--- config.mk ---
export PLATFORM = sky130hd
export DESIGN_NAME = rv_ifetch_flat
export DESIGN_NICKNAME = d
export VERILOG_FILES = /design/src/rtl/rv_ifetch_if.sv /design/src/rtl/rv_ifetch.sv /design/src/flat_wrapper.sv
export SDC_FILE = /design/constraint.sdc
export NUM_CORES = 1
export LEC_CHECK = 0
export BUFFER_PORTS_ARGS = -buffer_cell sky130_fd_sc_hd__buf_2
export CELL_PAD_IN_SITES_DETAIL_PLACEMENT = 2
export CELL_PAD_IN_SITES_GLOBAL_PLACEMENT = 2
export CORE_ASPECT_RATIO = 0.7
export CORE_MARGIN = 2
export CORE_UTILIZATION = 33
export CTS_BUF_LIST = sky130_fd_sc_hd__clkbuf_2
export DETAILED_ROUTE_END_ITERATION = 10
export GPL_TIMING_DRIVEN = 0
export PLACE_DENSITY = 0.87
export SYNTH_ARGS = -nofsm -noshare
export SYNTH_HDL_FRONTEND = slang
export SYNTH_SLANG_ARGS = --single-unit
--- constraint.sdc ---
create_clock -name clk -period 4.8 [get_ports clk]
set_clock_uncertainty 0.1 [all_clocks]
set_input_delay 0.48 -clock clk [delete_from_list [all_inputs] [get_ports clk]]
set_output_delay 0.48 -clock clk [all_outputs]
set_load 0.02 [all_outputs]
--- src/rtl/rv_ifetch_if.sv ---
// rv_ifetch_if: instruction-memory read port plus decode handshake of the fetch unit.
interface rv_ifetch_if;
   logic [31:0] imem_addr;
   logic [31:0] imem_rdata;
   logic        inst_valid;
   logic        inst_ready;
   logic [31:0] inst_data;
   logic [31:0] inst_pc;
   modport master (output imem_addr, inst_valid, inst_data, inst_pc, input imem_rdata, inst_ready);
   modport slave (input imem_addr, inst_valid, inst_data, inst_pc, output imem_rdata, inst_ready);
endinterface

--- src/rtl/rv_ifetch.sv ---
// rv_ifetch: fetch unit with a small {pc, instr} queue, redirect and halt on EBREAK.
// Defining IFETCH_PERF_EN adds saturating stall/fetch performance counters.
module rv_ifetch #(
   parameter logic [31:0] RESET_PC = 32'h0,
   parameter int          QDEPTH   = 2
) (
   input  logic        clk,
   input  logic        rst,
   rv_ifetch_if.master bus,
   input  logic        redirect_valid,
   input  logic [31:0] redirect_pc,
`ifdef IFETCH_PERF_EN
   output logic [31:0] perf_stall_cnt,
   output logic [31:0] perf_fetch_cnt,
`endif
   output logic        halted
);
   localparam int AW = $clog2(QDEPTH);
   localparam int CW = AW + 1;
   localparam logic [CW-1:0] FULL = CW'(QDEPTH);
   localparam logic [31:0] EBREAK = 32'h00100073;
   typedef enum logic [1:0] {RUN, STOP, HALT} state_t;
   state_t state, state_n;
   logic [31:0] fetch_pc;
   logic [31:0] q_pc [QDEPTH];
   logic [31:0] q_data [QDEPTH];
   logic [AW-1:0] wptr, rptr;
   logic [CW-1:0] count;
   logic push, pop;
   assign bus.imem_addr  = fetch_pc;
   assign bus.inst_valid = count != '0;
   assign bus.inst_pc    = q_pc[rptr];
   assign bus.inst_data  = q_data[rptr];
   assign halted = state == HALT;
   assign pop  = bus.inst_valid && bus.inst_ready;
   assign push = state == RUN && !redirect_valid && (count < FULL || pop);
   // In STOP the EBREAK is the only remaining entry once count reaches 1.
   always_comb begin
      state_n = redirect_valid ? RUN :
                (state == RUN && push && bus.imem_rdata == EBREAK) ? STOP :
                (state == STOP && pop && count == CW'(1)) ? HALT : state;
   end
   always_ff @(posedge clk) begin
      if (rst) begin
         state    <= RUN;
         fetch_pc <= RESET_PC;
         count    <= '0;
         wptr     <= '0;
         rptr     <= '0;
      end else begin
         state <= state_n;
         if (redirect_valid) begin
            fetch_pc <= redirect_pc & ~32'h3;
            count    <= '0;
            wptr     <= '0;
            rptr     <= '0;
         end else begin
            if (push) begin
               fetch_pc <= fetch_pc + 32'd4;
               wptr     <= wptr + AW'(1);
            end
            if (pop) rptr <= rptr + AW'(1);
            count <= count + CW'(push) - CW'(pop);
         end
      end
   end
   always_ff @(posedge clk) begin
      if (push) begin
         q_pc[wptr]   <= fetch_pc;
         q_data[wptr] <= bus.imem_rdata;
      end
   end
`ifdef IFETCH_PERF_EN
   always_ff @(posedge clk) begin
      if (rst) begin
         perf_stall_cnt <= '0;
         perf_fetch_cnt <= '0;
      end else begin
         if (bus.inst_valid && !bus.inst_ready && perf_stall_cnt != '1) perf_stall_cnt <= perf_stall_cnt + 32'd1;
         if (push && perf_fetch_cnt != '1) perf_fetch_cnt <= perf_fetch_cnt + 32'd1;
      end
   end
`endif
endmodule
--- src/flat_wrapper.sv ---
// flat-port wrapper written by rule: the top's interface ports become plain ports
module rv_ifetch_flat 
#(
   parameter logic [31:0] RESET_PC = 32'h0,
   parameter int          QDEPTH   = 2
)
  (clk, rst, redirect_valid, redirect_pc, halted, bus_imem_addr, bus_inst_valid, bus_inst_data, bus_inst_pc, bus_imem_rdata, bus_inst_ready);
  rv_ifetch_if bus_i ();
  input  logic clk;
  input  logic rst;
  input  logic redirect_valid;
  input  logic [31:0] redirect_pc;
  output logic halted;
  output wire logic [$bits(bus_i.imem_addr)-1:0] bus_imem_addr;
  output wire logic [$bits(bus_i.inst_valid)-1:0] bus_inst_valid;
  output wire logic [$bits(bus_i.inst_data)-1:0] bus_inst_data;
  output wire logic [$bits(bus_i.inst_pc)-1:0] bus_inst_pc;
  input wire logic [$bits(bus_i.imem_rdata)-1:0] bus_imem_rdata;
  input wire logic [$bits(bus_i.inst_ready)-1:0] bus_inst_ready;
  assign bus_imem_addr = bus_i.imem_addr;
  assign bus_inst_valid = bus_i.inst_valid;
  assign bus_inst_data = bus_i.inst_data;
  assign bus_inst_pc = bus_i.inst_pc;
  assign bus_i.imem_rdata = bus_imem_rdata;
  assign bus_i.inst_ready = bus_inst_ready;
  rv_ifetch #(.RESET_PC(RESET_PC), .QDEPTH(QDEPTH)) u_core (.clk(clk), .rst(rst), .bus(bus_i), .redirect_valid(redirect_valid), .redirect_pc(redirect_pc), .halted(halted));
endmodule
Word-level counts from Yosys, hierarchy flattened
Memory sizes are Yosys's and may differ from the RTL's. A register that Yosys moved wholly into a read port is not among the register bits.
Cells that the tools add are included.
Widths: inputs -> output; s select.
{"block": "word_totals", "elab_cells": 44, "n_memories": 2, "mem_bits_rw": 128, "input_bits": 68, "output_inout_bits": 98, "register_bits": 38}
{"block": "op_classes", "n_eq_ne": 4, "order_cmp": 1, "n_mux": 10, "n_addsub": 5, "n_reduce_logical": 15}
{"memory": "u_core.q_data", "words": 2, "word_bits": 32, "rd": 1, "rd_clocked_by_memory_dff": 1, "write_ports": 1, "line": "rv_ifetch.sv:26", "rtl": "logic [31:0] q_data [QDEPTH];"}
{"memory": "u_core.q_pc", "words": 2, "word_bits": 32, "rd": 1, "rd_clocked_by_memory_dff": 1, "write_ports": 1, "line": "rv_ifetch.sv:25", "rtl": "logic [31:0] q_pc [QDEPTH];"}
{"operator": "$mux 32", "n": 2}
{"operator": "$add 32x3->32 const B", "n": 1}
{"operator": "$eq 32x21->1 const B", "n": 1}
{"operator": "$mux 1", "n": 8}
{"operator": "$logic_and 1x1->1", "n": 7}
{"operator": "$reduce_bool 2->1", "n": 3}
{"operator": "$eq 2x1->1 const B", "n": 2}
{"operator": "$reduce_or 3->1", "n": 1}
{"operator": "$add 1x1->1 const B", "n": 2}
{"operator": "$add 2x1->2", "n": 1}
{"operator": "$eq 2x2->1 const B", "n": 1}
{"operator": "$logic_not 2->1", "n": 1}
{"operator": "$lt 2x2->1 const B", "n": 1}
{"operator": "$reduce_or 2->1", "n": 1}
{"operator": "$sub 2x1->2", "n": 1}
{"operator": "$logic_not 1->1", "n": 1}
{"operator": "$logic_or 1x1->1", "n": 1}

Logic depth before layout (Yosys ltp)
Gate-level depths: netlist of run 1.
{"block": "logic_depth", "ltp_word": 7, "mapped_depth": 9, "ltp_nobuf": 8}

Worst setup path after synthesis of run 1
OpenSTA, ideal clock, no wires.
{"block": "synth_path", "kind": "register to register", "from": "reg u_core.state[0]", "to": "mem u_core.q_data[0][0], enable pin", "n_path_buf": 2, "setup_ns": 0.482, "arrival_ns": 3.908, "slack_ns": 0.309, "path_stages_with_launch": 6, "required_ns": 4.218, "path_cell_list": "dfxtp_1 -> or2_1 -> or3_1 -> buf_2 -> buf_1 -> nor2_1"}
{"block": "synth_via", "elab_chain_len": 5}
{"item": "start: declaration", "line": "rv_ifetch.sv:23", "rtl": "state_t state, state_n;"}
{"item": "start signal: assignment", "line": "rv_ifetch.sv:51", "rtl": "state <= state_n;"}
{"item": "$logic_not 2->1", "line": "rv_ifetch.sv:36", "rtl": "assign push = state == RUN && !redirect_valid && (count < FULL || pop);"}
{"item": "$logic_and 1x1->1 (2 in a row)", "line": "rv_ifetch.sv:36"}
{"item": "$mux 1", "line": "rv_ifetch.sv:68", "rtl": "if (push) begin"}
{"item": "$mux 1 (implied by the code)", "line": "rv_ifetch.sv:70", "rtl": "q_data[wptr] <= bus.imem_rdata;"}
{"item": "end: declaration", "line": "rv_ifetch.sv:26"}
No other way between the ends.

==> impl_metrics.csv, run 1 <==
group,metric,value,unit
status,status,"finished, final reports clean",
clocking,numCtsBuffers,17,
setup_path,worstPathRequired,4220,ps
power,leakage,3.32,nW
power,swShare,0.288,
clocking,cts.sink_count,161,
final_layout,drive_above_1_share,0.372,
global_route,antenna_found_initial,0,
yosys,synth-async-reset-ratio,0,
setup_path,cp_max_fo,10,
timing,tightest_slew,923,ps
yosys,synthCells,488,
timing,layout_min_cycle_time,3270,ps
global_route,grt_overflow,0,
global_route,met1_usage,0.287,
timing,finalSetupViolations,0,
placed_design,portBuffers,158,
yosys,synth.distinct_cells,58,
route,drt_first_pass_iters,5,
yosys,seq_area_frac_synth,0.660,
route,drtIter0Drc,386,
floorplan,coreArea,0.0200,mm2
global_route,grt_busiest_layer,"met2",
global_route,grt_start_max_net_pins,63,
final_layout,fin_util,0.443,
clocking,cts_setup_buffers,0,
timing,relSlewSlack,0.385,
placed_design,place_hpwl,15100,um
placed_design,place_congestion,0.809,
clocking,hold_buffers,62,
final_layout,seq_area,0.00446,mm2
floorplan,die_h,124,um
clocking,cts_tree,"done",
min_path,hp-start,"rst",
yosys,synth_edf_count,124,
power,seqPwrFrac,0.570,
route,dr_total_vias,5307,
final_layout,nFillCells,1995,
final_layout,syn2layout_area_growth,30.6,%
clocking,path_clk_slew,240,ps
setup_path,reg2reg_slack,1650,ps
setup_path,cp-start-kind,"flip-flop",
route,vias_per_cell,5.23,
global_route,first_global_vias,5781,
floorplan,initial_utilization,0.339,
timing,hold_violations,0,
timing,fmax,0.305,GHz
clocking,root_buffer,"clkbuf_2",
final_layout,final_cells,1015,
power,clock_power_share,0.281,
route,antenna_left,0,
min_path,hold_depth,2,
global_route,track_usage,0.221,
setup_path,reg2regPathDepth,7,
power,p_int,0.00205,W
clocking,htreeDepth,4,
timing,finalCritPeriodShare,0.682,
setup_path,crit_arrival,2690,ps
floorplan,row_count,43,
power,switching_power,0.000829,W
final_layout,final_nets,803,
floorplan,dieArea,0.0217,mm2
route,routed_wl,23300,um
power,ir_drop,0.134,mV
global_route,gr-usage-met3,0.0507,
setup_path,worstSetupEndpointType,"output pin",
yosys,synth_area_per_cell,13.9,um2
clocking,postCtsResizedCells,0,
route,route.detailed.drc,0,
power,p_per_area,326,mW/mm2
job,maxCapViolations,0,
timing,rsz0062_at_grt,"no",
floorplan,ioPinCount,166,
timing,drv_slew,0,
final_layout,multi_input_area,0.00214,mm2
setup_path,r2r_start,"u_core.state[0]",
min_path,min_delay_worst_endpoint,"u_core.bus.imem_addr[16]",
setup_path,rr_endpoint,"u_core.q_data[0][28]",
global_route,grt_use_met2,0.383,
yosys,ys_ff_latch,161,
clocking,clockBufferDepth,2,
floorplan,die_w,175,um
setup_path,critPathKind,"flip-flop to output pin",
min_path,hold_path.class,"input port to flip-flop",
final_layout,antennaDiodeCount,0,
yosys,yosysWarnings,0,
yosys,synth_area,0.00676,mm2
global_route,grt_pass1_wl,35800,um
clocking,insertion_delay,770,ps
placed_design,numPlacedInstances,921,
timing,tns,0,ps
yosys,synth_flop_cell,"edfxtp_1",
power,power_frac_comb,0.149,
route,wire_per_inst,23.0,um
-- flip-flops by register name, summed over array words and instances (netlist names), named ones only --
signal and flops:
u_core.q_data 64, u_core.q_pc 60, u_core.bus.imem_addr 30, u_core.count 2
u_core.state 2, u_core.rptr 1, u_core.wptr 1
-- critical path, cell delays in order, from the launching register on --
cell      delay [ps]
dfxtp_1          350
clkbuf_1         400
clkbuf_1         620
mux2_2           420
buf_2            160
-- cell families after synthesis --
group / Yosys count / share of synthesized area
compound gates: 71 / 0.0705
flops: 161 / 0.660
buf+inv: 38 / 0.0266
other cells: 1 / 0.000555
fa+ha+maj: 3 / 0.00555
mux: 64 / 0.107
xor+xnor: 8 / 0.0104
simple gates: 142 / 0.120
-- Yosys cell counts (all sizes together) (12+ instances only) --
| master | n | area share |
|---|---|---|
| nor3 | 15 | 0.013 |
| edfxtp | 124 | 0.55 |
| nor2 | 14 | 0.0078 |
| a31oi | 12 | 0.011 |
| nand3 | 15 | 0.011 |
| clkbuf | 20 | 0.011 |
| mux2 | 64 | 0.11 |
| dfxtp | 37 | 0.11 |
| o21ai | 13 | 0.0096 |
| a21oi | 14 | 0.010 |
| nand2 | 37 | 0.021 |
| nor4 | 12 | 0.014 |
-- cell usage in the layout, fill, tap and decap left out, drive strengths merged, types with 4 or more instances in the layout --
master / count
nor2: 14
o22ai: 4
nand4: 11
dlygate4sd3: 62
o311ai: 4
o31a: 6
or4: 4
clkbuf: 38
o21ai: 13
conb: 4
a31oi: 12
and2: 6
clkinv: 8
inv: 8
edfxtp: 124
and4: 5
a21oi: 14
or3: 5
xnor2: 7
o211ai: 4
dfxtp: 37
nand3: 15
buf: 171
nor4: 12
and3: 5
nand2: 37
nor3: 15
mux2: 64
-- stage by stage --
step | worst slack (ps) | cell area [um2] | hold WS (ps) | total power [W]
after floorplan | 309 | 6770 | 399 | 0.00187
after global placement | -1680 | 7900 | 406 | 0.00202
after detailed placement | 1580 | 7960 | 420 | 0.00205
after CTS | 1360 | 8830 | 26.9 | 0.00288
after global routing | 1250 | 8830 | 54.1 | 0.00300
final | 1530 | 8830 | 111 | 0.00288
-- how the worst max path moves through the flow --
stage,to,slack (ps)
6_report,bus_inst_pc[24],1530
5_1_grt,bus_inst_pc[22],1250
4_1_cts,bus_inst_pc[22],1360
3_5_place_dp,u_core.q_data[0][2],1580
3_3_place_gp,u_core.q_data[0][2],-1680
2_1_floorplan,u_core.q_data[0][0],310
-- per-layer routing --
metal  vias to the layer above  wire length, um
li1                       2374                -
met1                      2733            10500
met2                       188            11600
met3                        12             1180
met4                         0              134
met5                         -                0
-- power by group through the flow --
stage	Clock [W]	Sequential [W]	Combinational, W
final	0.000809	0.00164	0.000428
after CTS	0.000820	0.00164	0.000425
after detailed placement	0	0.00167	0.000381
after global placement	0	0.00166	0.000358
after global routing	0.000886	0.00165	0.000460
after floorplan	0	0.00167	0.000204
-- final cells by class --
cell class                      count  share of cell area
Sequential cell                   161               0.505
Multi-Input combinational cell    292               0.242
Timing Repair Buffer              222               0.165
Tap cell                          270              0.0382
Clock inverter                     14              0.0186
Buffer                             31              0.0174
Clock buffer                       18              0.0102
Inverter                            7             0.00297
Note: power is estimated with default switching activity, not from simulation.
==> inputs of run 2 (changes only) <==
--- a/config.mk
+++ b/config.mk
@@ -5,16 +5,17 @@
 export SDC_FILE = /design/constraint.sdc
 export NUM_CORES = 1
 export LEC_CHECK = 0
+export ABC_AREA = 1
 export BUFFER_PORTS_ARGS = -buffer_cell sky130_fd_sc_hd__buf_2
 export CELL_PAD_IN_SITES_DETAIL_PLACEMENT = 2
 export CELL_PAD_IN_SITES_GLOBAL_PLACEMENT = 2
 export CORE_ASPECT_RATIO = 0.7
 export CORE_MARGIN = 2
-export CORE_UTILIZATION = 33
+export CORE_UTILIZATION = 36
 export CTS_BUF_LIST = sky130_fd_sc_hd__clkbuf_2
 export DETAILED_ROUTE_END_ITERATION = 10
 export GPL_TIMING_DRIVEN = 0
-export PLACE_DENSITY = 0.87
+export PLACE_DENSITY = 0.93
 export SYNTH_ARGS = -nofsm -noshare
 export SYNTH_HDL_FRONTEND = slang
 export SYNTH_SLANG_ARGS = --single-unit
==> constraint.sdc (replaced) <==
create_clock -name clk -period 3.42 [get_ports clk]
set_clock_uncertainty 0.1 [all_clocks]
set_input_delay 0.342 -clock clk [delete_from_list [all_inputs] [get_ports clk]]
set_output_delay 0.342 -clock clk [all_outputs]
set_load 0.02 [all_outputs]
==> impl_metrics.csv, run 2 <==
group,metric,value,unit
timing,layout_min_cycle_time,2920,ps
global_route,track_usage,0.263,
timing,tightest_slew,788,ps
final_layout,largest_reg_flops,64,
timing,whs,200,ps
placed_design,place_hpwl,16600,um
setup_path,cp_max_fo,10,
route,route.detailed.drc,0,
placed_design,postPlaceCellArea,0.00827,mm2
placed_design,dp_slack,966,ps
final_layout,final_cell_area,0.00924,mm2
yosys,synth_top_cell_by_area,"edfxtp_1",
yosys,yosysMostFrequentCell,"nand2_1",
power,leakage,3.64,nW
yosys,ys_ff_latch,161,
final_layout,nFillCells,1987,
route,wire_per_inst,22.8,um
yosys,synth-simple-area-share,0.156,
yosys,synth_common_cells,"nand2_1, edfxtp_1, mux2_2, nor2_1, inv_1",
yosys,yosysWarnings,0,
min_path,hold_path.class,"input port to flip-flop",
floorplan,ioPinCount,166,
timing,fin_ws,499,ps
floorplan,die_h,121,um
yosys,yosys.area_share.xor_xnor,0.00871,
status,status,"finished, final reports clean",
yosys,synthAdderAreaFrac,0.00533,
route,routed_wl,26100,um
clocking,root_buffer,"clkbuf_2",
yosys,synth_top_area_frac,0.529,
yosys,synth.mux.area_fraction,0.101,
yosys,synthCells,611,
timing,hold_violations,0,
yosys,seq_area_frac_synth,0.634,
floorplan,initial_utilization,0.370,
power,ir_drop,0.154,mV
power,p_per_area,433,mW/mm2
clocking,insertion_delay,740,ps
timing,relSlewSlack,0.474,
yosys,synth.distinct_cells,34,
timing,finalSetupViolations,0,
final_layout,final_cell_mix,"buf_2, nand2_1, edfxtp_1",
setup_path,crit_arrival,2480,ps
final_layout,final_cells,1147,
route,dr_total_vias,5796,
timing,drv_slew,0,
final_layout,drive_above_1_share,0.336,
yosys,synth_edf_count,124,
timing,fmax,0.342,GHz
setup_path,worstSetupEndpointType,"output pin",
yosys,synth_area_per_cell,11.5,um2
route,drtIter0Drc,397,
route,drt_first_pass_iters,5,
floorplan,row_count,42,
placed_design,numPlacedInstances,1040,
final_layout,syn2layout_area_growth,31.2,%
yosys,synth_compound_area_frac,0.0553,
yosys,synth_area_leaders,"edfxtp_1, dfxtp_1, mux2_2, nand2_1, nor2_1",
placed_design,portBuffers,158,
yosys,synth_top_family_by_area,"simple AND/OR/NAND/NOR gates",
yosys,synth_area,0.00704,mm2
final_layout,final_nets,940,
clocking,cts.sink_count,161,
yosys,synth-async-reset-ratio,0,
final_layout,seq_area,0.00446,mm2
route,antenna_left,0,
final_layout,multi_input_area,0.00232,mm2
clocking,cts_tree,"done",
timing,finalCritPeriodShare,0.854,
clocking,postCtsResizedCells,0,
setup_path,worstPathRequired,2980,ps
global_route,antenna_found_initial,1,
clocking,clockBufferDepth,2,
final_layout,final_common_cell,"buf_2",
floorplan,die_w,171,um
global_route,grt_overflow,0,
placed_design,place_congestion,0.839,
setup_path,critPathKind,"flip-flop to output pin",
floorplan,dieArea,0.0207,mm2
yosys,synth_flop_cell,"edfxtp_1",
timing,rsz0062_at_grt,"no",
setup_path,cp-start-kind,"flip-flop",
global_route,first_global_vias,6562,
global_route,grt_start_max_net_pins,31,
clocking,htreeDepth,4,
global_route,grt_pass1_wl,39600,um
clocking,path_clk_slew,300,ps
route,vias_per_cell,5.05,
job,maxCapViolations,0,
final_layout,regMostFlops,"u_core.q_data",
floorplan,coreArea,0.0190,mm2
clocking,numCtsBuffers,17,
## run 2: cell types whose count changed after synthesis, moves of 9 or more
cell	before	now
clkbuf_1	20	5
nor3_1	12	0
nor4_1	10	1
nor2_1	14	59
a21boi_0	0	18
a21oi_1	14	25
nand3_1	15	35
buf_2	3	13
inv_1	6	40
nand2_1	37	128
## run 2: layout make-up
type | instances | area share
antenna | 1 | 0.000271
buffer | 23 | 0.0131
clock buffer | 18 | 0.00975
clock inverter | 14 | 0.0150
inverter | 42 | 0.0171
multi-input combinational | 388 | 0.252
sequential | 161 | 0.483
tap | 264 | 0.0357
timing repair buffer | 236 | 0.174
## run 2: power by group
| part | switching [W] | total (W) | internal (W) |
|---|---|---|---|
| combinational | 0.000376 | 0.000636 | 0.000260 |
| clock | 0.000813 | 0.00104 | 0.000231 |
| sequential | 0.0000954 | 0.00232 | 0.00222 |
| total | 0.00128 | 0.00400 | 0.00271 |
## run 2: through the flow
stage           util  TNS (ps)  power, W
2_1_floorplan      -         0   0.00264
3_3_place_gp   0.430   -110890   0.00286
3_5_place_dp   0.435         0   0.00291
4_1_cts        0.486         0   0.00398
5_1_grt        0.486         0   0.00417
6_report       0.486         0   0.00400
## run 2: metal layers
layer | GRT usage | vias to the layer above | share of wire
met4 | 0.0736 | 0 | 0.019
met3 | 0.0528 | 30 | 0.050
met1 | 0.337 | 2955 | 0.44
met2 | 0.452 | 181 | 0.49
li1 | - | 2630 | -
met5 | 0 | - | 0
## run 2: final timing paths
path,startpoint,slack [ps],end,depth (start not counted)
worst max-delay path,flip-flop,500,bus_inst_pc[27],4
worst min-delay path,bus_imem_rdata[14],200,u_core.q_data[1][14],2
worst max register to register,u_core.bus.imem_addr[3],1050,u_core.bus.imem_addr[12],9
worst min register to register,u_core.state[1],420,u_core.state[1],2
## run 2: repair_timing
action,4_1_cts,5_1_grt
endpoints found under the hold margin,101,0
buffers inserted,0,0
hold buffers,74,0
## run 2: logic make-up (layout without fill, tap and decap cells)
family / after synthesis / in the layout
muxes: 63 / 63
buffers and inverters: 65 / 333
DFF: 161 / 161
AOI/OAI and AO/OA: 61 / 61
and+or+nand+nor: 250 / 250
other: 1 / 5
adders and majority gates: 3 / 3
xor gates and xnor gates: 7 / 7
## run 2: critical path: stages, from the launching register on
cell and delay [ps]:
dfxtp_1 360, clkbuf_1 420, buf_2 400, mux2_2 390
buf_2 170
==> inputs of run 3 (changes only) <==
--- a/config.mk
+++ b/config.mk
@@ -10,7 +10,6 @@
 export CELL_PAD_IN_SITES_DETAIL_PLACEMENT = 2
 export CELL_PAD_IN_SITES_GLOBAL_PLACEMENT = 2
 export CORE_ASPECT_RATIO = 0.7
-export CORE_MARGIN = 2
 export CORE_UTILIZATION = 36
 export CTS_BUF_LIST = sky130_fd_sc_hd__clkbuf_2
 export DETAILED_ROUTE_END_ITERATION = 10
==> impl_metrics.csv, run 3 (same netlist as run 2, synthesis figures left out) <==
group,metric,value,unit
status,status,"finished, final reports clean",
power,leakage,3.65,nW
timing,finalSetupViolations,0,
setup_path,crit_buf_inv,3,
clocking,cts.sink_count,161,
min_path,hold_depth,2,
route,wire_per_inst,23.7,um
placed_design,postPlaceCellArea,0.00827,mm2
floorplan,ioPinCount,166,
timing,drv_slew,0,
route,dr_total_vias,5908,
min_path,min_delay_worst_endpoint,"u_core.q_data[0][21]",
placed_design,place_congestion,0.809,
floorplan,dieArea,0.0201,mm2
timing,layout_min_cycle_time,3020,ps
floorplan,initial_utilization,0.370,
setup_path,cp-start-kind,"flip-flop",
route,drtIter0Drc,360,
setup_path,cp_max_fo,10,
power,p_per_area,447,mW/mm2
route,vias_per_cell,5.15,
setup_path,critPathKind,"flip-flop to output pin",
clocking,insertion_delay,790,ps
final_layout,final_nets,940,
route,drt_first_pass_iters,5,
floorplan,die_w,169,um
timing,tightest_slew,671,ps
route,routed_wl,27100,um
power,ir_drop,0.166,mV
clocking,root_buffer,"clkbuf_2",
setup_path,crit_arrival,2580,ps
clocking,postCtsResizedCells,0,
global_route,grt_pass1_wl,40600,um
clocking,clockBufferDepth,2,
final_layout,largest_reg_flops,64,
final_layout,nFillCells,1965,
timing,rsz0062_at_grt,"no",
placed_design,place_hpwl,16500,um
route,route.detailed.drc,0,
setup_path,rr_endpoint,"u_core.bus.imem_addr[11]",
setup_path,cp_top_family,"buffers and inverters",
global_route,grt_overflow,0,
final_layout,final_cell_mix,"buf_2, nand2_1, edfxtp_1",
clocking,path_clk_slew,270,ps
clocking,numCtsBuffers,17,
job,maxCapViolations,0,
min_path,hold_path.class,"input port to flip-flop",
global_route,antenna_found_initial,1,
final_layout,regMostFlops,"u_core.q_data",
final_layout,fin_util,0.487,
floorplan,coreArea,0.0190,mm2
global_route,first_global_vias,6649,
final_layout,syn2layout_area_growth,31.6,%
global_route,grt_start_max_net_pins,31,
setup_path,crit_chain,"clkbuf_1 -> buf_2 -> mux2_2 -> buf_2",
setup_path,r2r_start,"u_core.bus.imem_addr[6]",
setup_path,worstSetupEndpointType,"output pin",
clocking,htreeDepth,4,
setup_path,slowest_delay,430,ps
setup_path,reg2reg_slack,1000,ps
route,antenna_left,0,
setup_path,worstPathRequired,2980,ps
placed_design,portBuffers,158,
min_path,hp-start,"bus_imem_rdata[21]",
final_layout,final_common_cell,"buf_2",
timing,relSlewSlack,0.552,
clocking,cts_tree,"done",
timing,fmax,0.331,GHz
setup_path,slowest_stage,"clkbuf_1",
setup_path,reg2regPathDepth,8,
floorplan,row_count,42,
floorplan,die_h,119,um
timing,finalCritPeriodShare,0.883,
setup_path,crit_path_frequent_cell,"buf_2",
final_layout,drive_above_1_share,0.333,
final_layout,final_cell_area,0.00927,mm2
timing,hold_violations,0,
global_route,track_usage,0.276,
[run 3: changes by cell type in the layout (fill, tap and decap cells not counted), sizes merged]
cell,delta
clkinvlp,-2
bufinv,+2
clkbuf,-1
inv,+1
[run 3: report_power, final]
group	internal (W)	switching, W	total [W]
clock network	0.000361	0.000815	0.00118
logic	0.000261	0.000385	0.000645
registers	0.00222	0.0000958	0.00232
[run 3: through the flow]
step	hold slack, ps	setup TNS (ps)	std cells	power, W	setup WS, ps
2_1_floorplan	340	0	614	0.00264	436
3_3_place_gp	353	-115070	1036	0.00286	-946
3_5_place_dp	368	0	1040	0.00291	901
4_1_cts	124	0	1146	0.00409	395
5_1_grt	125	0	1147	0.00428	235
6_report	182	0	1147	0.00414	399
[run 3: timing repair]
action | CTS | global route
hold buffers | 74 | 0
setup buffers | 0 | 0
endpoints found under the hold margin | 101 | 0
[run 3: worst max-delay path by stage]
| stage | start | endpoint | slack (ps) | depth (start not counted) |
|---|---|---|---|---|
| 6_report | flip-flop | bus_inst_pc[26] | 400 | 4 |
| 5_1_grt | flip-flop | bus_inst_pc[26] | 240 | 4 |
| 2_1_floorplan | redirect_valid | u_core.q_data[1][0] | 440 | 6 |
| 3_3_place_gp | redirect_valid | u_core.q_data[1][21] | -950 | 7 |
| 4_1_cts | flip-flop | bus_inst_pc[26] | 400 | 4 |
| 3_5_place_dp | redirect_valid | u_core.q_pc[1][28] | 900 | 9 |
[run 3: area by class of cell]
class,instances,area [um2],share of cell area
Sequential cell,161,4460,0.482
Buffer,23,121,0.0131
Clock inverter,15,168,0.0181
Multi-Input combinational cell,388,2320,0.251
Antenna cell,1,2.50,0.000270
Inverter,42,158,0.0170
Tap cell,264,330,0.0357
Timing Repair Buffer,236,1610,0.174
Clock buffer,17,85.1,0.00918
[run 3: metal layers]
layer	part of all wire	track usage	vias up
met4	0.021	0.0895	0
li1	-	-	2623
met2	0.50	0.481	214
met3	0.051	0.0535	43
met1	0.43	0.344	3028
met5	0	0	-
